[src/rtl/aluop_instr_encoder.sv]
// aluop_instr_encoder
// Turns an ALU operation code plus operands into an RV32I OP (R-type) or
// OP-IMM (I-type) instruction word. Words are queued in a small FIFO, each
// tagged with an instruction-memory word address. Illegal requests are still
// queued as a NOP with an error flag and do not consume an address.
//
// ALU operation codes (mirrors the ALU_* constants of the decode path):
//   0 ADD, 1 SUB, 2 SLL, 3 SLT, 4 SLTU, 5 XOR, 6 SRL, 7 OR, 8 AND
module aluop_instr_encoder #(
  parameter int FIFO_DEPTH = 4,
  parameter int ADDR_W     = 8
) (
  input  logic                          clk,
  input  logic                          rst,
  input  logic                          in_valid,
  output logic                          in_ready,
  input  logic [3:0]                    in_alu_op,
  input  logic                          in_is_imm,
  input  logic                          in_arith,
  input  logic [4:0]                    in_rd,
  input  logic [4:0]                    in_rs1,
  input  logic [4:0]                    in_rs2,
  input  logic signed [11:0]            in_imm,
  output logic                          out_valid,
  input  logic                          out_ready,
  output logic [31:0]                   out_instr,
  output logic [ADDR_W-1:0]             out_addr,
  output logic                          out_err,
  output logic [$clog2(FIFO_DEPTH):0]   level
);

  localparam int PTR_W = $clog2(FIFO_DEPTH);
  localparam int LVL_W = PTR_W + 1;

  localparam logic [3:0] ALU_ADD  = 4'd0;
  localparam logic [3:0] ALU_SUB  = 4'd1;
  localparam logic [3:0] ALU_SLL  = 4'd2;
  localparam logic [3:0] ALU_SLT  = 4'd3;
  localparam logic [3:0] ALU_SLTU = 4'd4;
  localparam logic [3:0] ALU_XOR  = 4'd5;
  localparam logic [3:0] ALU_SRL  = 4'd6;
  localparam logic [3:0] ALU_OR   = 4'd7;
  localparam logic [3:0] ALU_AND  = 4'd8;

  localparam logic [6:0]  OPC_OP     = 7'b0110011;
  localparam logic [6:0]  OPC_OP_IMM = 7'b0010011;
  localparam logic [6:0]  F7_ALT     = 7'b0100000;
  localparam logic [31:0] NOP_WORD   = 32'h0000_0013;

  function automatic logic [2:0] funct3_of(input logic [3:0] op);
    logic [2:0] f3;
    f3 = 3'b000;
    case (op)
      ALU_ADD, ALU_SUB: f3 = 3'b000;
      ALU_SLL:          f3 = 3'b001;
      ALU_SLT:          f3 = 3'b010;
      ALU_SLTU:         f3 = 3'b011;
      ALU_XOR:          f3 = 3'b100;
      ALU_SRL:          f3 = 3'b101;
      ALU_OR:           f3 = 3'b110;
      ALU_AND:          f3 = 3'b111;
      default:          f3 = 3'b000;
    endcase
    return f3;
  endfunction

  function automatic logic is_legal(input logic [3:0] op, input logic is_imm);
    return (op <= ALU_AND) && !(op == ALU_SUB && is_imm);
  endfunction

  function automatic logic [31:0] encode(
    input logic [3:0]  op,
    input logic        is_imm,
    input logic        arith,
    input logic [4:0]  rd,
    input logic [4:0]  rs1,
    input logic [4:0]  rs2,
    input logic [11:0] imm
  );
    logic [6:0]  f7;
    logic [11:0] imm_f;
    logic [2:0]  f3;
    f3    = funct3_of(op);
    f7    = ((op == ALU_SUB) || (op == ALU_SRL && arith)) ? F7_ALT : 7'b0000000;
    imm_f = imm;
    // Shift immediates carry only a 5-bit shamt; the upper field is funct7.
    if (op == ALU_SLL || op == ALU_SRL)
      imm_f = {f7, imm[4:0]};
    if (is_imm)
      return {imm_f, rs1, f3, rd, OPC_OP_IMM};
    return {f7, rs2, rs1, f3, rd, OPC_OP};
  endfunction

  logic [31:0]       instr_mem [FIFO_DEPTH];
  logic [ADDR_W-1:0] addr_mem  [FIFO_DEPTH];
  logic              err_mem   [FIFO_DEPTH];

  logic [PTR_W-1:0]  wr_ptr;
  logic [PTR_W-1:0]  rd_ptr;
  logic [LVL_W-1:0]  count;
  logic [ADDR_W-1:0] addr_cnt;
  logic              ready_en;

  logic              legal_p0;
  logic [31:0]       instr_p0;
  logic              full;
  logic              push;
  logic              pop;

  // Request encode stage: word and legality derived straight from the inputs
  always_comb begin
    legal_p0 = is_legal(in_alu_op, in_is_imm);
    instr_p0 = legal_p0 ? encode(in_alu_op, in_is_imm, in_arith, in_rd, in_rs1,
                                 in_rs2, in_imm)
                        : NOP_WORD;
  end

  assign full      = (count == LVL_W'(FIFO_DEPTH));
  assign in_ready  = ready_en && !full;
  assign push      = in_valid && in_ready;
  assign out_valid = (count != '0);
  assign pop       = out_valid && out_ready;
  assign level     = count;

  // Head is gated by out_valid so an empty or resetting FIFO shows zeros
  assign out_instr = out_valid ? instr_mem[rd_ptr] : '0;
  assign out_addr  = out_valid ? addr_mem[rd_ptr]  : '0;
  assign out_err   = out_valid ? err_mem[rd_ptr]   : 1'b0;

  // FIFO storage stage: data written on accept, never reset
  always_ff @(posedge clk) begin
    if (push) begin
      instr_mem[wr_ptr] <= instr_p0;
      addr_mem[wr_ptr]  <= addr_cnt;
      err_mem[wr_ptr]   <= !legal_p0;
    end
  end

  // Pointers, occupancy, address counter and the post-reset ready enable
  always_ff @(posedge clk or posedge rst) begin
    if (rst) begin
      wr_ptr   <= '0;
      rd_ptr   <= '0;
      count    <= '0;
      addr_cnt <= '0;
      ready_en <= 1'b0;
    end else begin
      ready_en <= 1'b1;
      if (push) begin
        wr_ptr <= wr_ptr + PTR_W'(1);
        if (legal_p0)
          addr_cnt <= addr_cnt + ADDR_W'(1);
      end
      if (pop)
        rd_ptr <= rd_ptr + PTR_W'(1);
      case ({push, pop})
        2'b10:   count <= count + LVL_W'(1);
        2'b01:   count <= count - LVL_W'(1);
        default: count <= count;
      endcase
    end
  end

endmodule

[config.mk]
export PLATFORM = sky130hd
export DESIGN_NAME = aluop_instr_encoder
export DESIGN_NICKNAME = d
export VERILOG_FILES = /design/src/rtl/aluop_instr_encoder.sv
export SDC_FILE = /design/constraint.sdc
export NUM_CORES = 1
export LEC_CHECK = 0
export ABC_CLOCK_PERIOD_IN_PS = 2700
export BUFFER_PORTS_ARGS = -buffer_cell sky130_fd_sc_hd__buf_2
export CAP_MARGIN = 0
export CORE_ASPECT_RATIO = 1.4
export CORE_MARGIN = 3
export CORE_UTILIZATION = 40
export DETAILED_ROUTE_END_ITERATION = 10
export PLACE_DENSITY = 0.67
export SLEW_MARGIN = 15
export SYNTH_ARGS = -nofsm -noshare
export SYNTH_HDL_FRONTEND = slang
export SYNTH_SLANG_ARGS = --single-unit
[constraint.sdc]
create_clock -name clk -period 2.7 [get_ports clk]
set_clock_uncertainty 0.1 [all_clocks]
set_input_delay 0.54 -clock clk [delete_from_list [all_inputs] [get_ports clk]]
set_output_delay 0.54 -clock clk [all_outputs]
set_load 0.02 [all_outputs]
Yosys cells after proc, flatten, opt, wreduce, memory -nomap -nowiden
Memory sizes are Yosys's and may differ from the RTL's.
Cells that the tools add are included.
{"block": "word_totals", "regBits": 16, "in_bits": 37, "mem_bits_ro": 48, "n_memories": 4, "out_inout_bits": 46, "ram_bits": 164, "latchBits": 0}
{"block": "op_classes", "n_mux": 12, "n_reduce_logical": 14, "order_cmp": 1, "n_bitwise": 0, "n_mul": 0, "div_mod_pow": 0, "addsub": 5, "shift": 0, "n_eq_ne": 6}
{"memory": "instr_mem", "words": 4, "word_bits": 32, "rd": 1, "rd_ports_with_merged_regs": 0, "write_ports": 1, "line": "94", "source": "logic [31:0] instr_mem [FIFO_DEPTH];"}
{"memory": "(no name shown)", "words": 16, "word_bits": 3, "rd": 1, "rd_ports_with_merged_regs": 0, "write_ports": 0, "line": "53", "source": "case (op)"}
{"memory": "addr_mem", "words": 4, "word_bits": 8, "rd": 1, "rd_ports_with_merged_regs": 0, "write_ports": 1, "line": "95", "source": "logic [ADDR_W-1:0] addr_mem [FIFO_DEPTH];"}
{"memory": "err_mem", "words": 4, "word_bits": 1, "rd": 1, "rd_ports_with_merged_regs": 0, "write_ports": 1, "line": "96", "source": "logic err_mem [FIFO_DEPTH];"}
{"cell": "32-bit two-way mux", "count": 4}
{"cell": "12-bit two-way mux", "count": 1}
{"cell": "8-bit by 1-bit adder with 8-bit output (second input constant)", "count": 1}
{"cell": "8-bit two-way mux", "count": 1}
{"cell": "1-bit logical AND", "count": 6}
{"cell": "6-bit two-way mux", "count": 1}
{"cell": "3-bit case mux with 2 select lines", "count": 1}
{"cell": "2-bit by 1-bit adder with 2-bit output (second input constant)", "count": 2}
{"cell": "4-bit by 1-bit == test with 1-bit output (second input constant)", "count": 1}
{"cell": "4-bit by 2-bit == test with 1-bit output (second input constant)", "count": 1}
{"cell": "4-bit by 3-bit == test with 1-bit output (second input constant)", "count": 1}
{"cell": "4-bit less-or-equal comparator (second input constant)", "count": 1}
{"cell": "1-bit two-way mux", "count": 4}
{"cell": "3-bit by 1-bit adder with 3-bit output (second input constant)", "count": 1}
{"cell": "3-bit == test (second input constant)", "count": 1}
{"cell": "1-bit zero test", "count": 3}
{"cell": "3-bit nonzero test", "count": 1}
{"cell": "3-bit by 1-bit subtractor with 3-bit output (second input constant)", "count": 1}
{"cell": "2-bit by 1-bit == test with 1-bit output (second input constant)", "count": 1}
{"cell": "2-bit == test (second input constant)", "count": 1}
{"cell": "1-bit logical OR", "count": 2}
{"cell": "2-bit AND reduction", "count": 1}
{"cell": "2-bit nonzero test", "count": 1}

Logic depth before layout (Yosys ltp)
{"block": "depth", "depth_word": 8, "ltp_mapped": 10, "ltp_nobuf": 9}

Worst setup path after synthesis
No wires, ideal clock.
{"block": "synth_timing", "path_kind": "reg-to-reg", "start": "reg count[0], in the netlist level[0]", "end": "reg count[2], in the netlist level[2]", "t_required_ps": 2520, "path_buffers": 1, "period_less_slack_ps": 2393, "path_stages_with_launch": 11, "path_slack_ps": 307, "t_arrival_ps": 2213, "cell_sequence": "dfrtp_1 -> or3b_1 -> and3_4 -> buf_6 -> inv_1 -> ha_1 -> inv_1 -> fa_1 -> xor2_1 -> nor2_1 -> xor2_1"}
{"block": "synth_between", "elab_chain_len": 6, "elab_cells_between_ends": 12, "classes_between": "add/sub: 2; eq/ne: 3; mux: 1; reduce/logical: 6"}
{"item": "from (decl)", "line": "100", "source": "logic [LVL_W-1:0] count;"}
{"item": "from (signal assigned)", "line": "157", "source": "2'b10: count <= count + LVL_W'(1);"}
{"item": "from (signal assigned)", "line": "158", "source": "2'b01: count <= count - LVL_W'(1);"}
{"item": "from (signal assigned)", "line": "159", "source": "default: count <= count;"}
{"item": "3-bit == test", "line": "118", "source": "assign full = (count == LVL_W'(FIFO_DEPTH));"}
{"item": "1-bit zero test", "line": "119", "source": "assign in_ready = ready_en && !full;"}
{"item": "1-bit logical AND", "line": "119"}
{"item": "1-bit logical AND", "line": "120", "source": "assign push = in_valid && in_ready;"}
{"item": "2-bit by 1-bit == test with 1-bit output or 2-bit == test (tied branches)", "line": "156", "source": "case ({push, pop})"}
{"item": "3-bit case mux with 2 select lines or 2-bit nonzero test (tied branches)"}
Several ways; a longest one is shown, not always the timed one.
A chain may end at the register's enable or synchronous reset.

Worst setup path in the final report
{"block": "layout_timing", "start": "reg rd_ptr[0]", "end": "out out_addr[5]"}
{"block": "layout_between", "elab_chain_len": 2}
{"item": "from (decl)", "line": "99", "source": "logic [PTR_W-1:0] rd_ptr;"}
{"item": "from (signal assigned)", "line": "155", "source": "rd_ptr <= rd_ptr + PTR_W'(1);"}
{"item": "memory read 4 x 8 bit"}
{"item": "8-bit two-way mux", "line": "127", "source": "assign out_addr = out_valid ? addr_mem[rd_ptr] : '0;"}
{"item": "to (decl)", "line": "27", "source": "output logic [ADDR_W-1:0] out_addr,"}
Every way passes these cells.

==> results.py <==
metrics = {
    "run_status": {
        "status": "finished clean",
    },
    "sta": {
        "fin_setup_tns_ns": 0,
        "hold_viol": 0,
        "rsz0062_at_grt": "no",
        "slew-limit-headroom_pct": 53.60,
        "fmax_mhz": 384.4,
        "fin_crit_ns": 2.602,
        "tightest_slew_ns": 0.6960,
        "setup_viol": 0,
        "timing.final.max_slew_violations": 0,
        "final_min_period_over_clock_period_pct": 96.36,
    },
    "floorplan": {
        "die_y_um": 157.5,
        "boundaryPins": 83,
        "initial_core_util_pct": 41.50,
        "core_mm2": 0.01581,
        "die-area_mm2": 0.01800,
        "fp-row-count": 54,
        "die_width_um": 114.2,
    },
    "global_routing": {
        "antenna_found_initial": 1,
        "grt_max_degree": 38,
        "track_usage_pct": 14.97,
        "grt_pass1_wl_um": 19890,
        "grt_pass1_vias": 3625,
        "grt-ovfl-total": 0,
    },
    "clock_network": {
        "ctsHtreeMaxLevel": 4,
        "cts_tree": "yes",
        "cts_root_buf": "clkbuf_16",
        "clk_path_buf_depth": 2,
        "clk-insertion-delay-late_ns": 0.41,
        "clock_sinks": 156,
        "cts_inserted_buffers": 17,
        "cts.reportedPaths.clkPinSlew_ns": 0.06,
        "cts_setup_buffers": 0,
    },
    "pwr": {
        "ir_drop_uv": 543.4,
        "power_density_mw_per_mm2": 1086,
        "p_leak_nw": 2.894,
    },
    "final_layout": {
        "area_growth_pct": 19.51,
        "n_fill_cell": 1328,
        "register_area_mm2": 0.004609,
        "final_cell_mix": "140 x edfxtp_1, 79 x buf_2, 48 x and2_1, 35 x mux4_2, 17 x clkbuf_16",
        "mostFrequentLayoutCell": "edfxtp_1",
        "finalNetCount": 498,
        "utilization_pct": 49.60,
        "antenna_cells": 0,
        "multiInputGateArea_mm2": 0.001764,
        "drive_above_1_share_pct": 36.29,
    },
    "worst_setup_path": {
        "cpLargestDelayFamily": "multiplexers",
        "worst_ep_required_time_ns": 2.06,
        "crit_type": "reg -> out",
        "crit_fanout": 16,
        "cp-start-kind": "flop",
        "path_cells": "buf_6, mux4_2, and2_1, buf_2",
        "critPathSlowestCell": "mux4_2",
        "path_buf_inv": 2,
        "slowest_delay_ns": 0.54,
        "worstPathArrival_ns": 1.96,
        "endpoint_kind": "output port",
    },
    "logic_synthesis": {
        "synth_area_mm2": 0.006561,
        "syn_area_per_cell_um2": 18.08,
        "synth-seq-area-share_pct": 70.18,
        "synth_ff_type": "edfxtp_1",
        "synth_edf_count": 140,
        "synth_top_cell_area_share_pct": 64.07,
        "yosys-top-cells-area": "edfxtp_1 64%, mux4_2 12%, dfrtp_1 6.1%, and2_1 5.0%, ha_1 1.9%",
        "ys_types": 36,
        "async_reset_ff_share_pct": 10.26,
        "synth-warning-count": 0,
        "netlist_instances": 363,
        "synth.ff_latch_count": 156,
        "yosysTopAreaCell": "edfxtp_1",
    },
    "run": {
        "maxCapViolations": 0,
    },
    "route": {
        "drt_iter0_markers": 182,
        "vias": 3394,
        "routedWlPerCell_um": 19.04,
        "vias_per_cell": 5.150,
        "drc": 0,
        "ant_nets": 0,
        "wl_um": 12550,
        "dr.pass1.iters": 4,
    },
    "placed_design": {
        "gp_congestion": 0.7432,
        "dp_hpwl_um": 8248,
        "port_buffers": 79,
    },
    "min_path": {
        "hold_path.class": "in -> async",
    },
}
==> flip-flops by register name, summed over array words and instances, names as in the netlist <==
name and count:
instr_mem 104, addr_mem 32, addr_cnt 8, err_mem 4, level 3, rd_ptr 2, wr_ptr 2, ready_en 1
==> path summary, 6_finish.rpt <==
check	from	end	slack, ns	depth (start not counted)
worst max-delay path	rd_ptr[0]	out_addr[5]	0.1	4
worst min-delay path	rst	level[0]	0.11	2
worst max register to register	level[0]	level[2]	0.33	9
max in group asynchronous	rst	rd_ptr[1]	1.90	2
worst min register to register	level[2]	level[2]	0.43	1
min in group clk	in_rd[0]	instr_mem[2][7]	0.39	2
==> synth_stat cells (2+ instances only) <==
library cell and number:
o21ai_0 2, nand3_1 4, a21oi_1 4, mux4_2 35, clkbuf_1 6, mux2i_1 6
nand4_1 3, dfrtp_1 16, buf_4 8, nand2_1 4, nand2b_1 3, edfxtp_1 140
xnor2_1 10, xor2_1 3, and3_1 8, conb_1 2, inv_1 10, and2_1 52
ha_1 10, buf_2 5, nor2_1 13, buf_6 5
==> worst reg2reg max path: cells and delay by family (launching register included) <==
family | cells | cell delay [ns]
xor gates and xnor gates | 2 | 0.32
buffers and inverters | 2 | 0.13
and+or+nand+nor | 3 | 0.77
DFF | 1 | 0.42
adders and majority gates | 2 | 0.55
==> timing repair <==
item	4_1_cts	5_1_grt
pin swaps	0	0
gates resized for setup	1	1
hold buffers	0	0
hold endpoints to repair	0	0
setup endpoints to repair	3	5
==> final cells by class <==
| class | count | area share, % |
|---|---|---|
| clock buffers | 17 | 5.425 |
| repair buffers | 90 | 6.941 |
| multi-input cells | 174 | 22.50 |
| flip-flops and latches | 156 | 58.78 |
| inverters | 11 | 0.5266 |
| clock inverters | 15 | 2.697 |
| well taps | 196 | 3.127 |
==> logic make-up (layout without fill, tap and decap cells) <==
family	Yosys count	in the layout	share of synthesized area [%]
flops	156	156	70.18
simple gates	95	95	8.562
mux	42	42	13.10
buf+inv	35	133	3.127
xor+xnor	13	13	1.735
fa+ha+maj	11	11	2.212
compound gates	9	9	0.9727
other cells	2	4	0.1145
==> per-layer routing <==
metal | track usage [%] | share of wire [%]
met5 | 0 | 0.10
met4 | 6.338 | 2.5
met3 | 3.654 | 4.5
met2 | 27.02 | 56
met1 | 16.74 | 37
==> power by group <==
group	leakage [nW]	total, mW	internal, mW	switching (mW)
clock network	0.304	2.52	1.57	0.951
logic	1.10	2.77	1.24	1.54
registers	1.49	3.23	3.01	0.211
==> per-stage QoR <==
step	total power [mW]	hold slack, ns	std cells	worst slack, ns	cell area [um2]
floorplan	5.236	0.3537	365	0.3074	6569
global placement	6.054	0.3805	627	0.3919	7198
detailed placement	6.103	0.4204	627	0.3605	7198
CTS	8.641	0.1176	659	0.01265	7839
global route	8.957	0.1496	659	0.001236	7841
finish	8.515	0.1084	659	0.09834	7841
Note: power is estimated with default switching activity, not from simulation.
